`config.mk`:
```
export PLATFORM = sky130hd
export DESIGN_NAME = simple_calculator
export DESIGN_NICKNAME = d
export VERILOG_FILES = /design/src/rtl/simple_calculator_pkg.sv /design/src/rtl/calc_alu.sv /design/src/rtl/simple_calculator.sv
export SDC_FILE = /design/constraint.sdc
export NUM_CORES = 1
export LEC_CHECK = 0
export CAP_MARGIN = 20
export CELL_PAD_IN_SITES_DETAIL_PLACEMENT = 0
export CELL_PAD_IN_SITES_GLOBAL_PLACEMENT = 1
export CORE_UTILIZATION = 40
export DETAILED_ROUTE_END_ITERATION = 8
export PLACE_DENSITY = 0.73
export SLEW_MARGIN = 10
export SYNTH_ARGS = -nofsm -noshare
export SYNTH_HDL_FRONTEND = slang
export SYNTH_SLANG_ARGS = --single-unit
```
`constraint.sdc`:
```
create_clock -name Clk -period 3.2 [get_ports Clk]
set_input_delay 0.32 -clock Clk [delete_from_list [all_inputs] [get_ports Clk]]
set_output_delay 0.32 -clock Clk [all_outputs]
set_load 0.03 [all_outputs]
```
`src/rtl/simple_calculator_pkg.sv`:
```
// Shared definitions for the simple_calculator datapath: default widths and
// the ALU opcode map used by Ctrl.
// Optional feature macro: SIMPLE_CALC_OVERFLOW_EN (adds a signed-overflow flag).
package simple_calculator_pkg;

    // Datapath and register-address width defaults.
    localparam int unsigned DEFAULT_DATA_W = 8;
    localparam int unsigned DEFAULT_ADDR_W = 3;
    localparam int unsigned CTRL_W         = 4;

    // ALU opcodes; codes 1101..1111 are unassigned and produce zero.
    localparam logic [CTRL_W-1:0] OP_ADD = 4'b0000;
    localparam logic [CTRL_W-1:0] OP_SUB = 4'b0001;
    localparam logic [CTRL_W-1:0] OP_AND = 4'b0010;
    localparam logic [CTRL_W-1:0] OP_OR  = 4'b0011;
    localparam logic [CTRL_W-1:0] OP_NOT = 4'b0100;
    localparam logic [CTRL_W-1:0] OP_XOR = 4'b0101;
    localparam logic [CTRL_W-1:0] OP_NOR = 4'b0110;
    localparam logic [CTRL_W-1:0] OP_SLL = 4'b0111;
    localparam logic [CTRL_W-1:0] OP_SRL = 4'b1000;
    localparam logic [CTRL_W-1:0] OP_SRA = 4'b1001;
    localparam logic [CTRL_W-1:0] OP_ROL = 4'b1010;
    localparam logic [CTRL_W-1:0] OP_ROR = 4'b1011;
    localparam logic [CTRL_W-1:0] OP_EQ  = 4'b1100;

    // True for the opcodes that drive the carry (and overflow) flags.
    function automatic logic is_arith(input logic [CTRL_W-1:0] op);
        return (op == OP_ADD) || (op == OP_SUB);
    endfunction

endpackage

```
`src/rtl/calc_alu.sv`:
```
// Purely combinational ALU for simple_calculator: x is the RX operand, y the
// RY operand. Carry is meaningful only for add/subtract.
// Optional feature macro: SIMPLE_CALC_OVERFLOW_EN (adds the overflow output).
module calc_alu
    import simple_calculator_pkg::*;
#(
    parameter int unsigned DATA_W = DEFAULT_DATA_W
) (
    input  logic [DATA_W-1:0] x,
    input  logic [DATA_W-1:0] y,
    input  logic [CTRL_W-1:0] ctrl,
    output logic [DATA_W-1:0] out,
`ifdef SIMPLE_CALC_OVERFLOW_EN
    output logic              carry,
    output logic              overflow
`else
    output logic              carry
`endif
);

    localparam int unsigned Msb = DATA_W - 1;

    logic [DATA_W:0]   sum_ext;
    logic [DATA_W:0]   diff_ext;
    logic [2:0]        shamt;

    // Shift amounts come from the low three bits of x only.
    assign shamt = x[2:0];

    // Nine-bit adder paths; subtract is x + ~y + 1 so carry=1 means no borrow.
    always_comb begin
        sum_ext  = {1'b0, x} + {1'b0, y};
        diff_ext = {1'b0, x} + {1'b0, ~y} + (DATA_W + 1)'(1);
    end

    // Opcode decode for the result and carry flag.
    always_comb begin
        out   = '0;
        carry = 1'b0;
        case (ctrl)
            OP_ADD: begin
                out   = sum_ext[Msb:0];
                carry = sum_ext[DATA_W];
            end
            OP_SUB: begin
                out   = diff_ext[Msb:0];
                carry = diff_ext[DATA_W];
            end
            OP_AND:  out = x & y;
            OP_OR:   out = x | y;
            OP_NOT:  out = ~x;
            OP_XOR:  out = x ^ y;
            OP_NOR:  out = ~(x | y);
            OP_SLL:  out = y << shamt;
            OP_SRL:  out = y >> shamt;
            OP_SRA:  out = {x[Msb], x[Msb:1]};
            OP_ROL:  out = {x[Msb-1:0], x[Msb]};
            OP_ROR:  out = {x[0], x[Msb:1]};
            OP_EQ:   out = (x == y) ? DATA_W'(1) : '0;
            default: out = '0;
        endcase
    end

`ifdef SIMPLE_CALC_OVERFLOW_EN
    // Signed overflow: operands that should agree in sign produce a result of
    // the opposite sign (for subtract, y is effectively negated).
    always_comb begin
        overflow = 1'b0;
        if (ctrl == OP_ADD) begin
            overflow = (x[Msb] == y[Msb]) && (sum_ext[Msb] != x[Msb]);
        end else if (ctrl == OP_SUB) begin
            overflow = (x[Msb] != y[Msb]) && (diff_ext[Msb] != x[Msb]);
        end
    end
`endif

endmodule

```
`src/rtl/simple_calculator.sv`:
```
// Calculator datapath core: 2**ADDR_W x DATA_W register file (entry 0 reads
// as zero), two combinational read ports feeding calc_alu, and one write port
// that stores DataIn or the ALU result.
// Optional feature macro: SIMPLE_CALC_OVERFLOW_EN (adds the Overflow output).
module simple_calculator
    import simple_calculator_pkg::*;
#(
    parameter int unsigned DATA_W = DEFAULT_DATA_W,
    parameter int unsigned ADDR_W = DEFAULT_ADDR_W
) (
    input  logic              Clk,
    input  logic              Rst_n,
    input  logic              WEN,
    input  logic [ADDR_W-1:0] RW,
    input  logic [ADDR_W-1:0] RX,
    input  logic [ADDR_W-1:0] RY,
    input  logic [DATA_W-1:0] DataIn,
    input  logic              Sel,
    input  logic [CTRL_W-1:0] Ctrl,
    output logic [DATA_W-1:0] busY,
`ifdef SIMPLE_CALC_OVERFLOW_EN
    output logic              Carry,
    output logic              Overflow
`else
    output logic              Carry
`endif
);

    localparam int unsigned NumRegs = 2 ** ADDR_W;

    logic [DATA_W-1:0] regs_q [NumRegs];
    logic [DATA_W-1:0] regs_d [NumRegs];
    logic [DATA_W-1:0] bus_x;
    logic [DATA_W-1:0] alu_out;
    logic [DATA_W-1:0] wdata;

    // Read ports: no bypass, so a same-cycle write is seen only after the edge.
    always_comb begin
        bus_x = (RX == '0) ? '0 : regs_q[RX];
        busY  = (RY == '0) ? '0 : regs_q[RY];
    end

    calc_alu #(
        .DATA_W   (DATA_W)
    ) u_alu (
        .x        (bus_x),
        .y        (busY),
        .ctrl     (Ctrl),
        .out      (alu_out),
`ifdef SIMPLE_CALC_OVERFLOW_EN
        .carry    (Carry),
        .overflow (Overflow)
`else
        .carry    (Carry)
`endif
    );

    // Write-data select between the external bus and the ALU result.
    assign wdata = Sel ? alu_out : DataIn;

    // Next-state of the register file; address 0 is never written.
    always_comb begin
        regs_d = regs_q;
        if (WEN && (RW != '0)) begin
            regs_d[RW] = wdata;
        end
    end

    // Register file state; reset clears everything and blocks writes.
    always_ff @(posedge Clk or negedge Rst_n) begin
        if (!Rst_n) begin
            for (int i = 0; i < NumRegs; i++) begin
                regs_q[i] <= '0;
            end
        end else begin
            regs_q <= regs_d;
        end
    end

endmodule

```
==> results.sh <==
export IMPL_status="finished with violations"
export IMPL_violations="setup timing"
export IMPL_hold_buffers=0
export IMPL_final_antenna_net_count=0
export IMPL_synth_top_family_by_area="compound AO/OA/AOI/OAI gates"
export IMPL_min_period_over_period=1.022
export IMPL_die_y_um=120.9
export IMPL_num_vias=6186
export IMPL_fin_nets=876
export IMPL_synthFlopType="dfrtp_1"
export IMPL_leakage_nw=3.230
export IMPL_cp_cell_sequence="mux2_2, a221o_1, nand2_4, buf_4, buf_4, ha_4, fa_2, o21bai_4, a21oi_4, buf_4, o22ai_1, o21ai_1, o21ai_2, buf_6"
export IMPL_clock_latency_ps=300
export IMPL_vias_per_cell=6.155
export IMPL_switchingPower_mw=1.978
export IMPL_hold_class="in2async"
export IMPL_synth_area_per_cell_sq_um=8.513
export IMPL_cts_tree="built"
export IMPL_placedCellCount=973
export IMPL_tightest_slew_ps=791.8
export IMPL_clockBufferDepth=2
export IMPL_rsz0062_at_grt="true"
export IMPL_startpoint_type="flip-flop"
export IMPL_die_area_sq_um=14610
export IMPL_timing_final_ws_setup_ps=-69.18
export IMPL_crit_type="reg2out"
export IMPL_period_minus_slack_ps=3269
export IMPL_wl_per_cell_um=22.35
export IMPL_ir_drop_uv=240.3
export IMPL_die_w_um=120.9
export IMPL_drc=0
export IMPL_combPwrFrac=0.639
export IMPL_finalSetupTns_ps=-443.7
export IMPL_clkTransAtPathRegs_ps=70
export IMPL_seq_power_share=0.237
export IMPL_grt_ovfl_total=0
export IMPL_cp_common_cell="buf_4"
export IMPL_pwr_density_cell_nw_per_um2=575.5
export IMPL_worst_path_max_delay_cell="dfrtp_1"
export IMPL_start_util=0.4088
export IMPL_largest_reg_flops=56
export IMPL_dp_hpwl_um=16920
export IMPL_h_tree_depth=2
export IMPL_grt_usage=0.3134
export IMPL_antenna_found_initial=0
export IMPL_grt_start_max_net_pins=33
export IMPL_final_cell_mix="buf_4, nand2_1, dfrtp_1, nor2_1"
export IMPL_drt_iter0_drc=627
export IMPL_ys_seq_area_frac=0.2479
export IMPL_yosys_warnings=0
export IMPL_endpoint_kind="output port"
export IMPL_fin_area_sq_um=8015
export IMPL_finalClockSkew_ps=3.711
export IMPL_fmax_mhz=305.9
export IMPL_synthMuxAreaShare=0.1525
export IMPL_yosys_register_bits=56
export IMPL_required_ps=2880
export IMPL_largest_register="regs_q"
export IMPL_ys_async_sr_fraction=1.000
export IMPL_pwr_share_clk=0.124
export IMPL_synth_fa_ha_area_frac=0.06242
export IMPL_core_area_sq_um=13830
export IMPL_grt_pass1_wl_um=34760
export IMPL_place_gp_congestion=1.028
export IMPL_ios=34
export IMPL_dr_pass1_iters=5
export IMPL_synth_simple_area_share=0.1751
export IMPL_drive_gt1_frac=0.4024
export IMPL_synthXorXnorAreaFrac=0.003099
export IMPL_cts_sinks=56
export IMPL_reg_top3="regs_q: 56 flops"
export IMPL_postPlaceCellArea_sq_um=7186
export IMPL_switching_share=0.4288
export IMPL_report_final_slew_viol_count=0
export IMPL_maxCapViolCount=0
export IMPL_final_cells=1005
export IMPL_crit_fanout=3
export IMPL_synth_edff_count=0
export IMPL_final_common_cell="buf_4"
export IMPL_hold_violations=0
export IMPL_syn_to_final_growth_pct=41.79
export IMPL_worstPathArrival_ps=2950
export IMPL_synth_compound_area_frac=0.3004
export IMPL_synthCells=664
export IMPL_cts_made_buffers=5
export IMPL_grt_pass1_vias=6202
export IMPL_portBuffers=33
export IMPL_row_count=43
export IMPL_setup_viol=10
export IMPL_syn_num_nets=716
export IMPL_relSlewSlack=0.4721
export IMPL_drt_wl_total_um=22460
export IMPL_slowest_delay_ps=410
export IMPL_syn_area_sq_um=5653
export IMPL_internal_power_mw=2.635
export IMPL_root_buffer="clkbuf_16"
export IMPL_antennaDiodeCount=0
export IMPL_ys_types=76
[final cells by class]
| class | instances | area, sq um |
|---|---|---|
| fillers | 1240 | 5812 |
| inverters | 24 | 92.59 |
| well taps | 180 | 225.2 |
| flip-flops and latches | 56 | 1401 |
| clock buffers | 8 | 146.4 |
| repair buffers | 197 | 1637 |
| multi-input cells | 540 | 4513 |
[layer usage]
metal,vias up,track usage,part of all wire
met5,-,0,0
met1,3015,0.4235,0.43
li1,2851,-,-
met2,272,0.4982,0.46
met3,48,0.06297,0.075
met4,0,0.1042,0.030
[power by group through the flow]
stage	sequential (mW)	combinational (mW)	clock, mW
5_1_grt	1.11	3.14	0.609
2_1_floorplan	1.02	1.50	0
6_report	1.09	2.95	0.573
3_3_place_gp	1.09	2.43	0
3_5_place_dp	1.09	2.47	0
4_1_cts	1.08	2.71	0.577
[stage by stage]
step / utilization / total power [mW] / hold slack (ps) / setup WS, ps
after floorplan: - / 2.526 / 24.41 / -50.73
after global placement: 0.5197 / 3.517 / 337.5 / -830.8
after detailed placement: 0.5197 / 3.565 / 354.6 / -843.1
after CTS: 0.5582 / 4.367 / 30.45 / -78.45
after global routing: 0.5797 / 4.857 / 61.67 / -131.9
final: 0.5797 / 4.612 / 25.86 / -69.18
[worst max-delay path, delay by kind of cell, from the launching register on]
kind | cells | cell delay [ps]
flops | 1 | 410
buf+inv | 4 | 520
mux | 1 | 280
simple gates | 1 | 100
fa+ha+maj | 2 | 360
compound gates | 6 | 970
[what timing repair did]
action / in CTS / in global routing
setup endpoints to repair: 58 / 57
setup buffers: 19 / 3
gates cloned: 2 / 0
hold endpoints to repair: 0 / 0
pin swaps: 40 / 33
gates resized for setup: 62 / 58
[kinds of logic (layout without fill, tap and decap cells)]
logic type | Yosys count | in the layout
buf+inv | 68 | 229
simple gates | 210 | 210
mux | 68 | 68
fa+ha+maj | 27 | 27
compound gates | 233 | 233
flops | 56 | 56
xor+xnor | 2 | 2
[cells in the mapped netlist, drive strengths merged (2+ instances only)]
master / count / share of area
and2: 4 / 0.0044
buf: 20 / 0.026
a31oi: 23 / 0.027
nand2: 75 / 0.052
a32oi: 2 / 0.0031
clkbuf: 24 / 0.016
a21oi: 39 / 0.037
inv: 24 / 0.016
o21ai: 38 / 0.034
dfrtp: 56 / 0.25
mux4: 10 / 0.041
mux2: 36 / 0.072
nor3: 19 / 0.019
mux2i: 22 / 0.039
ha: 25 / 0.055
o22a: 3 / 0.0046
o32ai: 8 / 0.012
nor2b: 18 / 0.020
nand3: 16 / 0.014
fa: 2 / 0.0071
nor2: 52 / 0.035
o22ai: 16 / 0.018
a22oi: 11 / 0.017
nand4: 5 / 0.0055
a21o: 3 / 0.0040
o211ai: 5 / 0.0075
o31a: 2 / 0.0031
a211o: 2 / 0.0031
a41oi: 2 / 0.0031
o31ai: 17 / 0.025
nor3b: 3 / 0.0040
nor4: 4 / 0.0055
o311ai: 2 / 0.0044
xnor2: 2 / 0.0031
o221ai: 5 / 0.0077
nand2b: 9 / 0.010
a211oi: 23 / 0.035
a221oi: 12 / 0.021
o21bai: 6 / 0.0080
a2bb2oi: 2 / 0.0031
a221o: 6 / 0.011
[final timing paths]
check	startpoint	to	slack, ps	depth (start not counted)
max	regs_q[32]$_DFFE_PN0P_	Carry	-70	14
min	Rst_n	regs_q[14]$_DFFE_PN0P_	30	1
max reg2reg	regs_q[32]$_DFFE_PN0P_	regs_q[30]$_DFFE_PN0P_	-70	13
min reg2reg	regs_q[26]$_DFFE_PN0P_	regs_q[26]$_DFFE_PN0P_	550	2
max in group asynchronous	Rst_n	regs_q[47]$_DFFE_PN0P_	2290	2
min in group Clk	regs_q[26]$_DFFE_PN0P_	regs_q[26]$_DFFE_PN0P_	550	2
No activity file was read; power rests on OpenSTA's default activity.
